### config.mk
export PLATFORM = sky130hd
export DESIGN_NAME = irq_encoder_16line_4line
export DESIGN_NICKNAME = d
export VERILOG_FILES = /design/src/rtl/irq_encoder_16line_4line_pkg.sv /design/src/rtl/irq_encoder_16line_4line_prio.sv /design/src/rtl/irq_encoder_16line_4line.sv
export SDC_FILE = /design/constraint.sdc
export NUM_CORES = 1
export LEC_CHECK = 0
export BUFFER_PORTS_ARGS = -buffer_cell sky130_fd_sc_hd__buf_2
export CAP_MARGIN = 20
export CORE_ASPECT_RATIO = 1.75
export CORE_MARGIN = 4
export CORE_UTILIZATION = 45
export CTS_BUF_LIST = sky130_fd_sc_hd__clkbuf_2
export CTS_CLUSTER_SIZE = 14
export DETAILED_ROUTE_END_ITERATION = 7
export MAX_ROUTING_LAYER = met4
export PLACE_DENSITY = 0.74
export SLEW_MARGIN = 20
export SYNTH_ARGS = -nofsm -noshare
export SYNTH_HDL_FRONTEND = slang
export SYNTH_SLANG_ARGS = --single-unit
### constraint.sdc
create_clock -name clk -period 1.8 [get_ports clk]
set_input_delay 0.36 -clock clk [delete_from_list [all_inputs] [get_ports clk]]
set_output_delay 0.36 -clock clk [all_outputs]
set_load 0.1 [all_outputs]
### src/rtl/irq_encoder_16line_4line_pkg.sv
// Shared types and helpers for the 16-line interrupt encoder.
package irq_encoder_16line_4line_pkg;

  localparam int N_LINES = 16;
  localparam int SEL_W   = 4;

  typedef enum logic {
    IDLE    = 1'b0,
    PRESENT = 1'b1
  } state_t;

  // One-hot vector from an index; the same mapping the 4-to-16 decoder uses.
  function automatic logic [N_LINES-1:0] onehot(input logic [SEL_W-1:0] idx);
    logic [N_LINES-1:0] v;
    v      = '0;
    v[idx] = 1'b1;
    return v;
  endfunction

endpackage

### src/rtl/irq_encoder_16line_4line_prio.sv
// Combinational 16-to-4 priority encoder; direction chosen by HIGH_WINS.
module priority_encoder_16line_4line
  import irq_encoder_16line_4line_pkg::*;
#(
  parameter bit HIGH_WINS = 1'b1
) (
  input  logic [N_LINES-1:0] in,
  output logic [SEL_W-1:0]   idx,
  output logic               any
);

  // Scan toward the winning end so the last hit seen is the highest-priority line.
  always_comb begin
    idx = '0;
    if (HIGH_WINS) begin
      for (int i = 0; i < N_LINES; i++)
        if (in[i]) idx = SEL_W'(i);
    end else begin
      for (int i = N_LINES - 1; i >= 0; i--)
        if (in[i]) idx = SEL_W'(i);
    end
  end

  assign any = |in;

endmodule

### src/rtl/irq_encoder_16line_4line.sv
// Sticky edge-latched 16-line request encoder with mask and valid/ack handshake.
module irq_encoder_16line_4line
  import irq_encoder_16line_4line_pkg::*;
#(
  parameter bit                 HIGH_WINS = 1'b1,
  parameter logic [N_LINES-1:0] MASK_RST  = 16'h0000
) (
  input  logic               clk,
  input  logic               rst,
  input  logic [N_LINES-1:0] req,
  input  logic               mask_we,
  input  logic [N_LINES-1:0] mask_in,
  input  logic               ack,
  output logic [SEL_W-1:0]   code,
  output logic               valid,
  output logic [N_LINES-1:0] pending,
  output logic [N_LINES-1:0] mask
);

  state_t             state;
  logic [N_LINES-1:0] req_q;
  logic [N_LINES-1:0] rise;
  logic [N_LINES-1:0] clr_vec;
  logic [N_LINES-1:0] masked;
  logic [SEL_W-1:0]   sel;
  logic               sel_any;
  logic               ack_take;

  // Lines already high coming out of reset must not count as events,
  // hence req_q resets to all ones.
  assign rise     = req & ~req_q;
  assign ack_take = (state == PRESENT) && ack;
  assign clr_vec  = ack_take ? onehot(code) : '0;
  assign masked   = pending & ~mask;

  priority_encoder_16line_4line #(.HIGH_WINS(HIGH_WINS)) u_prio (
    .in  (masked),
    .idx (sel),
    .any (sel_any)
  );

  // Edge history, sticky pending (a same-cycle rise beats the ack clear) and mask.
  always_ff @(posedge clk or posedge rst) begin
    if (rst) begin
      req_q   <= '1;
      pending <= '0;
      mask    <= MASK_RST;
    end else begin
      req_q   <= req;
      pending <= (pending & ~clr_vec) | rise;
      if (mask_we) mask <= mask_in;
    end
  end

  // Handshake FSM: code is committed on entry to PRESENT and held until ack.
  always_ff @(posedge clk or posedge rst) begin
    if (rst) begin
      state <= IDLE;
      code  <= '0;
      valid <= 1'b0;
    end else begin
      case (state)
        IDLE: begin
          if (sel_any) begin
            code  <= sel;
            valid <= 1'b1;
            state <= PRESENT;
          end
        end
        PRESENT: begin
          if (ack) begin
            valid <= 1'b0;
            state <= IDLE;
          end
        end
        default: begin
          valid <= 1'b0;
          state <= IDLE;
        end
      endcase
    end
  end

endmodule

* Word level (Yosys, flattened, before mapping)
Cells that the tools add are included.
** Storage, ports and cells
- Word-level logic and storage cells :: 47
- Output and inout port bits :: 37
- Flip-flop bits (word level) :: 54
** Cells by class
- Equality and inequality tests :: 2
- Reduce and logical (&&, ||, !) cells :: 5
- $lt $le $gt $ge :: 2
- Multiplexer cells :: 24
- Bitwise operators :: 8
** Operators with widths (count)
- AND 16 bit :: 3
- NOT 16 bit :: 3
- 2-to-1 mux 4 bit :: 8
- 2-to-1 mux 16 bit :: 1
- bitwise OR 16 bit :: 1
- OR reduction 16 bit :: 1
- 2-to-1 mux 3 bit :: 4
- 2-to-1 mux 1 bit :: 6
- less-than comparator 4 x 5 -> 1 bit, second input constant :: 1
- demux 1 bit (select 4 bit) :: 1
- greater-or-equal comparator 4 x 1 -> 1 bit, second input constant :: 1
- 2-to-1 mux 2 bit :: 2
- != test 2 bit, second input constant :: 2
- case mux 1 bit (2 select lines) :: 2
- AND reduction 2 bit :: 2
- logical AND 1 bit :: 2
- NOT 1 bit :: 1

* Depth between registers and ports, before layout
Gate-level depths: netlist of the first run.
- Word-level depth :: 17
- Depth in mapped cells :: 5

* Hierarchy
A second synthesis of the first run with hierarchy kept.
** Unflattened totals
- Cell total of the unflattened synthesis :: 182
- Area total of the unflattened synthesis :: 2238.4 sq um
** By module, submodules not included
- irq_encoder_16line_4line :: cells each 154, area each 2068.2 sq um, instances 1, sequential area each 1371.3 sq um
- priority_encoder_16line_4line :: cells each 28, area each 170.2 sq um, instances 1, sequential area each 0.0 sq um

* Worst setup path after synthesis of the first run
OpenSTA, ideal clock, no wires.
- Path type :: flip-flop to flip-flop
- Start point :: register mask[3]
- End point :: register code[0]
- Data arrival time :: 1.940 ns
- Clock period less this slack :: 2.080 ns
- Slack :: -0.280 ns
- Setup time :: 0.140 ns
- Cell stages (with the launch flop) :: 6
- Path through :: dfrtp_1 nor2b_4 a2111o_1 nor3_4 a21o_2 a22oi_2
** On the way
- Word-level cells in the longest chain between the ends :: 15
- Elaborated cells on any way between the ends :: 17
- Those cells by class :: mux: 13; bitwise: 2; reduce/logical: 2
** RTL lines
- start: declaration :: RTL line irq_encoder_16line_4line.sv:17 : output logic [N_LINES-1:0] mask
- start signal: assignment :: RTL line irq_encoder_16line_4line.sv:51 : if (mask_we) mask <= mask_in;
- NOT 16 bit (*) :: RTL line irq_encoder_16line_4line.sv:34 : assign masked = pending & ~mask;
- AND 16 bit (*) :: RTL line irq_encoder_16line_4line.sv:34
- 2-to-1 mux 2 bit :: RTL line irq_encoder_16line_4line_prio.sv:17 : if (in[i]) idx = SEL_W'(i);
- 2-to-1 mux 3 bit (4 in a row) :: RTL line irq_encoder_16line_4line_prio.sv:17
- 2-to-1 mux 4 bit (8 in a row) :: RTL line irq_encoder_16line_4line_prio.sv:17
- end signal: assignment :: RTL line irq_encoder_16line_4line.sv:65 : code <= sel;
- end: declaration :: RTL line irq_encoder_16line_4line.sv:14 : output logic [SEL_W-1:0] code,
Every way passes the cells marked *; elsewhere a longest branch is shown, timed or not.
A chain may end at the register's enable or synchronous reset.

* Final worst setup path of the first run
- Start point :: register mask[3]
- End point :: output port mask[3]
No word-level cell between the ends.

==> results of run 1 <==
## final timing paths
kind                       startpoint         to  slack (ns)  depth (start not counted)
min in group asynchronous         rst    mask[7]        0.47                          4
hold / removal                    ack      state        0.09                          2
setup reg to reg           pending[1]    code[0]        0.20                          5
setup / recovery              mask[3]    mask[3]         0.1                          1
hold reg to reg                 valid      valid        0.53                          2
max in group asynchronous         rst  req_q[15]        1.00                          4
## power by group through the flow
stage | Clock [mW] | Sequential, mW | Combinational [mW]
floorplan | 0 | 2.79 | 0.464
global placement | 0 | 1.62 | 2.03
detailed placement | 0 | 1.63 | 2.04
CTS | 0.631 | 1.61 | 2.08
global route | 0.673 | 1.65 | 2.17
finish | 0.609 | 1.61 | 2.07
## cell usage after synthesis (4+ instances only)
cell / instances
nand4_1: 5
mux2_2: 14
nand2b_1: 13
nor2b_1: 4
o21ai_0: 40
inv_1: 23
dfrtp_1: 38
nand2_1: 14
nor2_1: 4
dfstp_2: 16
## layout make-up
cell class | instances | area share, %
well taps | 52 | 2.23
clock buffers | 6 | 1.03
repair buffers | 90 | 19.1
multi-input cells | 114 | 25.3
flip-flops and latches | 54 | 48.1
inverters | 23 | 2.96
clock inverters | 2 | 1.29
## worst register-to-register path, delay by kind of cell, from the launching register on
family / cells / cell delay, ns
DFF: 1 / 0.48
AOI/OAI and AO/OA: 3 / 0.71
and+or+nand+nor: 2 / 0.32
## layer usage
metal,up-vias,global-route usage (%)
li1,843,-
met1,861,22.2
met2,43,33.8
met3,7,3.08
met4,0,6.84
met5,-,-
## cells by family (layout without fill, tap and decap cells)
logic type	after synthesis	in the layout	synth area share, %
multiplexers	14	14	7.17
flip-flops	54	54	62.3
buffers and inverters	26	121	4.49
AND/OR/NAND/NOR	46	46	11.7
AO/OA/AOI/OAI	54	54	14.3
## through the flow
| stage | setup WS [ns] | std cells |
|---|---|---|
| 2_1_floorplan | 0.0143 | 194 |
| 4_1_cts | 0.0320 | 341 |
| 5_1_grt | 0.0158 | 341 |
| 6_report | 0.0960 | 341 |
| 3_5_place_dp | 0.224 | 316 |
| 3_3_place_gp | 0.279 | 316 |
## flip-flops by register name (all words and copies together), names as in the netlist
name,count
valid,1
req_q,16
mask,16
code,4
state,1
pending,16
## repair_timing
action | CTS | global route
resized for setup | 0 | 2
setup endpoints to repair | 0 | 2
hold buffers | 17 | 0
endpoints found under the hold margin | 54 | 0
==> key figures, run 1 <==
Power
  – Design Power: ~4.3 mW
  – VDD IR-drop max: between 0.9 and 1 mV
  – Power Dens Cells: 1470 nW/µm²
  – Comb pwr share: about half
  – NetSw: about 2.2 mW
  – Sw frac: between 50% and 60%
  – Sequential fraction of design power: 37.6%
  – Leak: between 1 and 1.5 nW
  – Cell-internal power: approximately 2.1 mW
  – Clk pwr share: roughly 14%

Clock network
  – CTS tree: done
  – Worst-Skew Late Latency: about 0.44 ns
  – CTS Sinks: 54
  – H-tree level count: 2
  – CTS max path bufs: 2
  – CTS root buf: clkbuf_2
  – Clock slew seen by the registers of the worst setup and hold paths: 0.27 ns
  – TritonCTS Buffers: 5
  – Setup bufs post-CTS: 0

Timing
  – Worst Skew: around 0.028 ns
  – Slew @ Worst Pin: around 0.50 ns
  – Part of the cycle the worst path needs: a little over nine tenths
  – Fmax: between 500 and 600 MHz
  – Setup violations, final: 0
  – Normalized max-slew margin: between 60% and 70%
  – RSZ-0062 raised after global routing: false
  – WHS: approximately 0.095 ns
  – Setup TNS: 0 ns
  – Final hold violations: 0
  – Period minus WS final: roughly 1.7 ns
  – Pins Over Slew Limit: 0

Layout
  – Most common cell after layout, fill and taps aside: buf_2
  – Final instance area: around 3000 µm²
  – Synth-to-layout area growth: 32.5%
  – Layout fillers: ~440
  – Most frequent cells in the layout: buf_2 (70), o21ai_0 (40), dfrtp_2 (25)
  – Finished Core Util: 61.9%
  – Layout cells sized above 1: between 40% and 50%
  – Diode count: 0
  – Register area: ~1400 µm²
  – Nets@finish: roughly 320
  – Area occupied by multi-input gates: between 700 and 800 µm²

Global route
  – Vias in the first global route: about 1800
  – Initial antenna violation count: 0
  – Pin count of the biggest net entering global routing: 55
  – First-pass GRT wire length: approximately 8500 µm
  – GR Overflow Total: 0
  – Total track usage: about 20%

Route
  – Post-route ant nets: 0
  – Met1 WL: 1930 µm
  – DRC Markers: 0
  – Uppermost layer routed: met4
  – DRT iter0 DRCs: 87
  – Vias after detailed routing: 1754
  – Final wirelength: roughly 5300 µm
  – Vias per inst: 5.14
  – Routed met2 length: 3050 µm
  – Met3 WL: between 200 and 250 µm
  – WL/cell: 15.6 µm
  – Pre-Repair DR Iteration Count: 4

Synthesis
  – Top FF cell, synth: dfrtp_1
  – Seq/Total Area, Yosys: 62.3%
  – Yosys warns: 0
  – Mapped Avg Cell Area: 11.3 µm²
  – Area of the mapped netlist: around 2200 µm²
  – Synth area leaders: dfrtp_1 (43%), dfstp_2 (19%), o21ai_0 (9.1%), mux2_2 (7.2%), inv_1 (3.9%)
  – Number of distinct library cells after synthesis: 28
  – Synth top area share: a little over two fifths
  – Synth area leader: dfrtp_1
  – Syn nets: 230
  – Ys async rst share: 100%
  – Seq cells post-synth: 54
  – Number of synthesized flops with an enable pin: 0
  – Synth Instances: approximately 190

Die
  – Core ar.: 4710 µm²
  – DIE AREA: 6110 µm²
  – Ports: 73
  – Initial Util: a little under half
  – Core Rows: 33
  – Chip Width: slightly above 60 µm
  – Die Y-Extent: between 100 and 150 µm

Setup path
  – Critical-path cell list: buf_2
  – Crit path launch type: flip-flop
  – Critical Path AT: 1.34 ns
  – Delay-heaviest family, CP: flip-flops
  – CP endpoint kind: output pin
  – Critical path type: flip-flop to output pin
  – CP peak stage delay: 0.46 ns
  – Required time of the worst setup path: roughly 1.4 ns
  – Crit path buffers/inverters: 1
  – Critical path peak fanout: 3
  – Slowest-stage cell, CP: dfrtp_2

Place
  – Hpwl dp: 4000 µm
  – RD Place Congestion: between 0.8 and 0.9
  – DP Area: between 2000 and 3000 µm²
  – PortBufs: ~70

Worst hold path
  – Hold Path Class: input pin to flip-flop

Run
  – Max cap viols: 0

Outcome
  – Run status: completed
No activity file was read; power rests on OpenSTA's default activity.
==> run 2: changes to the inputs <==
Settings changed: CORE_MARGIN 4 to 2, PLACE_DENSITY 0.74 to default, PLACE_DENSITY_LB_ADDON from default to 0.12.
==> run 2 against run 1 <==
Via count down 0.17%; sequential power about the same; non-clock buffer count up 2; hold slack better by 0.011 ns; sequential cell count unchanged; clock-buffer cell count unchanged; wire length down 5.2%; setup slack better by 0.021 ns; sequential share of layout area up 0.27 points; clock power down 27%; critical path depth unchanged.
==> key figures, run 2 (synthesis gave the netlist of run 1 again) <==
Timing
  – Fmax: a little under 600 MHz
  – Worst Skew: 0.0288 ns
  – Normalized max-slew margin: between 60% and 70%
  – Setup TNS: 0 ns
  – Final worst slack: roughly 0.12 ns
  – Final hold violations: 0
  – Pins Over Slew Limit: 0
  – WHS: between 0.1 and 0.15 ns
  – Period minus WS final: about 1.7 ns
  – RSZ-0062 raised after global routing: false
  – Slew @ Worst Pin: roughly 0.5 ns
  – Part of the cycle the worst path needs: between 90% and 100%
  – Setup violations, final: 0

Layout
  – Most frequent cells in the layout: buf_2 (71), o21ai_0 (40), dfrtp_2 (25)
  – Final instance area: slightly below 3000 µm²
  – Registers with the most flip-flops: mask (16), pending (16), req_q (16)
  – Post-route insts no fill: between 300 and 400
  – Layout fillers: ~420
  – Layout cells sized above 1: roughly 49%
  – Most common cell after layout, fill and taps aside: buf_2
  – Nets@finish: 326
  – Synth-to-layout area growth: 31.7%
  – Diode count: 0

Place
  – DP Area: 2690 µm²
  – Hpwl dp: between 3000 and 4000 µm
  – Post-placement setup slack: between 0.2 and 0.3 ns
  – RD Place Congestion: slightly below 0.9
  – PortBufs: between 70 and 80
  – Placed insts: ~320

Die
  – Die Y-Extent: 96.5 µm
  – DIE AREA: around 5500 µm²
  – Ports: 73
  – Initial Util: between 40 and 50%
  – Core Rows: 33
  – Chip Width: between 50 and 60 µm
  – Core ar.: about 4700 µm²

Clock network
  – TritonCTS Buffers: 5
  – Worst-Skew Late Latency: approximately 0.43 ns
  – CTS tree: done
  – CTS Sinks: 54
  – H-tree level count: 2
  – Clock slew seen by the registers of the worst setup and hold paths: about 0.26 ns
  – CTS max path bufs: 2
  – CTS root buf: clkbuf_2

Route
  – DRT iter0 DRCs: 48
  – Vias after detailed routing: 1751
  – Vias per inst: roughly 5.1
  – WL/cell: 14.7 µm
  – Post-route ant nets: 0
  – Pre-Repair DR Iteration Count: 4
  – Final wirelength: a little over 5000 µm
  – DRC Markers: 0

Setup path
  – Slowest-stage cell, CP: dfrtp_1
  – Crit path buffers/inverters: 1
  – Critical Path AT: roughly 1.3 ns
  – CP peak stage delay: ~0.45 ns
  – Critical-path cell list: buf_2
  – Delay-heaviest family, CP: flip-flops
  – CP endpoint kind: output pin
  – Critical path peak fanout: 4
  – Critical path type: flip-flop to output pin
  – Required time of the worst setup path: about 1.4 ns
  – Crit path launch type: flip-flop

Power
  – Power Dens Cells: roughly 1400 nW/µm²
  – Leak: 1.32 nW
  – VDD IR-drop max: 1.10 mV

Global route
  – GR Overflow Total: 0
  – Pin count of the biggest net entering global routing: 32
  – Total track usage: 20.2%
  – First-pass GRT wire length: around 8200 µm
  – Vias in the first global route: between 1500 and 2000
  – Initial antenna violation count: 0

Outcome
  – Run status: completed

Run
  – Max cap viols: 0

Worst hold path
  – Hold Path Class: input pin to flip-flop
==> run 2: changes by cell type in the layout (fill, tap and decap cells not counted), sizes merged <==
cell / before / now
buf: 71 / 74
bufinv: 1 / 0
clkbuf: 8 / 7
clkinv: 0 / 2
clkinvlp: 1 / 0
==> run 2: cell type report <==
cell class / instances / area, µm² / share of cell area [%]
clock buffer: 6 / 30.0 / 1.04
clock inverter: 2 / 8.76 / 0.302
inverter: 23 / 86.3 / 2.98
multi-input combinational: 114 / 737 / 25.4
sequential: 54 / 1400 / 48.4
tap: 52 / 65.1 / 2.25
timing repair buffer: 92 / 568 / 19.6
==> run 2: worst paths after layout <==
check | from | endpoint | slack (ns) | cells past startpoint
max in group asynchronous | rst | req_q[8] | 0.99 | 4
setup / recovery | code[0] | code[0] | 0.12 | 1
hold reg to reg | valid | valid | 0.54 | 2
hold / removal | mask_in[0] | mask[0] | 0.11 | 3
min in group asynchronous | rst | code[0] | 0.45 | 4
setup reg to reg | pending[1] | code[0] | 0.22 | 5
==> run 2: metrics by stage <==
step	total power, mW	util, %
floorplan	3.25	-
CTS	4.18	61.3
finish	4.13	61.6
global route	4.34	61.6
global placement	3.68	57.1
detailed placement	3.69	57.1
==> run 2: report_power, final <==
part           switching (mW)  internal [mW]  leakage (nW)  total (mW)
Clock                   0.350         0.0955        0.0304       0.445
Combinational            1.70          0.403         0.738        2.10
Sequential              0.149           1.44         0.548        1.59
Total                    2.20           1.93          1.32        4.13
==> run 2: timing repair <==
action	in CTS	in global routing
setup buffers	0	0
endpoints found under the setup margin	0	1
hold buffers	16	1
endpoints found under the hold margin	53	1
gates resized for setup	0	1
==> run 2: routing by layer <==
layer	global-route usage [%]	vias up	wire, µm
li1	-	852	-
met1	21.7	833	1960
met2	37.8	60	2740
met4	6.40	0	70
met3	3.33	6	262
met5	-	-	0
==> run 3: changes to the inputs <==
Settings changed: PLACE_DENSITY from default to 0.83, PLACE_DENSITY_LB_ADDON 0.12 to default, TNS_END_PERCENT from default to 20.
==> run 3 against run 2 <==
Hold slack lost 0.015 ns; first-iteration DRC count shrank 4.2%; non-clock buffer count down 2; clock power rose by 37%; combinational power about the same; critical path depth did not move; setup slack got worse by 0.034 ns.
==> key figures, run 3 (synthesis gave the netlist of run 1 again) <==
Outcome
  – Run status: completed

Setup path
  – CP peak stage delay: between 0.4 and 0.5 ns
  – Crit path launch type: flip-flop
  – Critical Path AT: 1.36 ns
  – Critical path type: flip-flop to output pin
  – Critical-path cell list: buf_2
  – Slowest-stage cell, CP: dfrtp_1
  – CP endpoint kind: output pin
  – Required time of the worst setup path: approximately 1.4 ns
  – Crit path buffers/inverters: 1
  – Delay-heaviest family, CP: flip-flops
  – Critical path peak fanout: 4

Power
  – Design Power: approximately 4.3 mW
  – Leak: roughly 1.3 nW
  – Power Dens Cells: ~1500 nW/µm²
  – VDD IR-drop max: around 1.1 mV

Global route
  – Met2 Resource Use GR: 37.7%
  – Vias in the first global route: between 1500 and 2000
  – Total track usage: 21.2%
  – GR Overflow Total: 0
  – Initial antenna violation count: 0
  – M1 GR Usage: ~22%
  – Met3 usage: under 10%
  – Pin count of the biggest net entering global routing: 55
  – First-pass GRT wire length: between 8000 and 9000 µm
  – Most Crowded Layer GR: met2

Clock network
  – Worst-Skew Late Latency: roughly 0.45 ns
  – Clock slew seen by the registers of the worst setup and hold paths: 0.26 ns
  – H-tree level count: 2
  – CTS Sinks: between 50 and 60
  – CTS max path bufs: 2
  – TritonCTS Buffers: 5
  – CTS tree: done
  – CTS root buf: clkbuf_2

Route
  – DRT iter0 DRCs: 46
  – Post-route ant nets: 0
  – Final wirelength: approximately 5300 µm
  – Vias after detailed routing: between 1500 and 2000
  – DRC Markers: 0
  – Vias per inst: between 5 and 6
  – Pre-Repair DR Iteration Count: 4
  – WL/cell: 15.4 µm

Layout
  – Synth-to-layout area growth: 32.3%
  – Area occupied by multi-input gates: between 700 and 800 µm²
  – Layout cells sized above 1: between 40% and 50%
  – Most frequent cells in the layout: buf_2 (70), o21ai_0 (40), dfrtp_2 (24)
  – Post-route insts no fill: between 300 and 400
  – Registers with the most flip-flops: mask (16), pending (16), req_q (16)
  – Layout fillers: between 400 and 500
  – Register area: roughly 1400 µm²
  – Diode count: 0
  – Most common cell after layout, fill and taps aside: buf_2
  – Nets@finish: ~320

Timing
  – Setup violations, final: 0
  – RSZ-0062 raised after global routing: false
  – Final hold violations: 0
  – Pins Over Slew Limit: 0
  – Part of the cycle the worst path needs: 95.4%
  – Period minus WS final: between 1.5 and 2 ns
  – WHS: roughly 0.091 ns
  – Fmax: about 580 MHz
  – Worst Skew: between 0.01 and 0.015 ns
  – Setup TNS: 0 ns
  – Slew @ Worst Pin: 0.505 ns
  – Normalized max-slew margin: roughly two thirds

Die
  – Ports: 73
  – DIE AREA: approximately 5500 µm²
  – Core Rows: 33
  – Initial Util: between 40% and 50%
  – Die Y-Extent: approximately 96 µm
  – Chip Width: about 57 µm
  – Core ar.: around 4700 µm²

Run
  – Max cap viols: 0

Worst hold path
  – Hold Path Class: input pin to flip-flop

Place
  – Hpwl dp: a little under 4000 µm
  – Placed insts: 316
  – PortBufs: 72
  – RD Place Congestion: 0.900
[run 3: cell types whose count changed in the layout (fill, tap and decap cells not counted), sizes merged]
cell	delta
bufinv	+1
buf	-3
[run 3: routing by layer]
metal / vias to the layer above / share of wire, %
met5: - / 0
met4: 0 / 4.5
met3: 19 / 4.2
met2: 61 / 55
met1: 859 / 37
li1: 848 / -
[run 3: layout make-up]
class	count	share of cell area (%)
sequential	54	48.2
multi-input combinational	114	25.3
timing repair buffer	90	19.1
inverter	23	2.97
tap	52	2.24
clock inverter	3	1.38
clock buffer	5	0.860
[run 3: timing repair]
| action | 4_1_cts | 5_1_grt |
|---|---|---|
| endpoints found under the hold margin | 54 | 0 |
| setup buffers | 0 | 0 |
| resized for setup | 0 | 2 |
| setup endpoints to repair | 0 | 2 |
| hold buffers | 17 | 0 |
[run 3: where the power goes]
| group | internal [mW] | switching, mW |
|---|---|---|
| logic | 0.392 | 1.68 |
| clock network | 0.230 | 0.380 |
| registers | 1.43 | 0.183 |
[run 3: stage by stage]
step	util, %	instance area [µm²]	setup WS, ns
detailed placement	56.7	2670	0.224
global route	61.8	2910	0.0150
global placement	56.7	2670	0.276
finish	61.8	2910	0.0824
floorplan	-	2240	-0.0135
CTS	61.7	2910	0.0232
[run 3: path summary, 6_finish.rpt]
| kind | start | end | slack [ns] | depth (start not counted) |
|---|---|---|---|---|
| max in group asynchronous | rst | req_q[15] | 1.03 | 4 |
| worst max-delay path | code[1] | code[1] | 0.08 | 1 |
| worst min-delay path | mask_in[0] | mask[0] | 0.09 | 3 |
| worst min register to register | valid | valid | 0.53 | 2 |
| worst max register to register | pending[2] | code[0] | 0.17 | 5 |
| min in group asynchronous | rst | mask[8] | 0.45 | 4 |
[run 3: worst register-to-register path: cells and delay by family, from the launching register on]
kind / cells / cell delay [ns]
AOI/OAI and AO/OA: 3 / 0.70
DFF: 1 / 0.48
and+or+nand+nor: 2 / 0.34
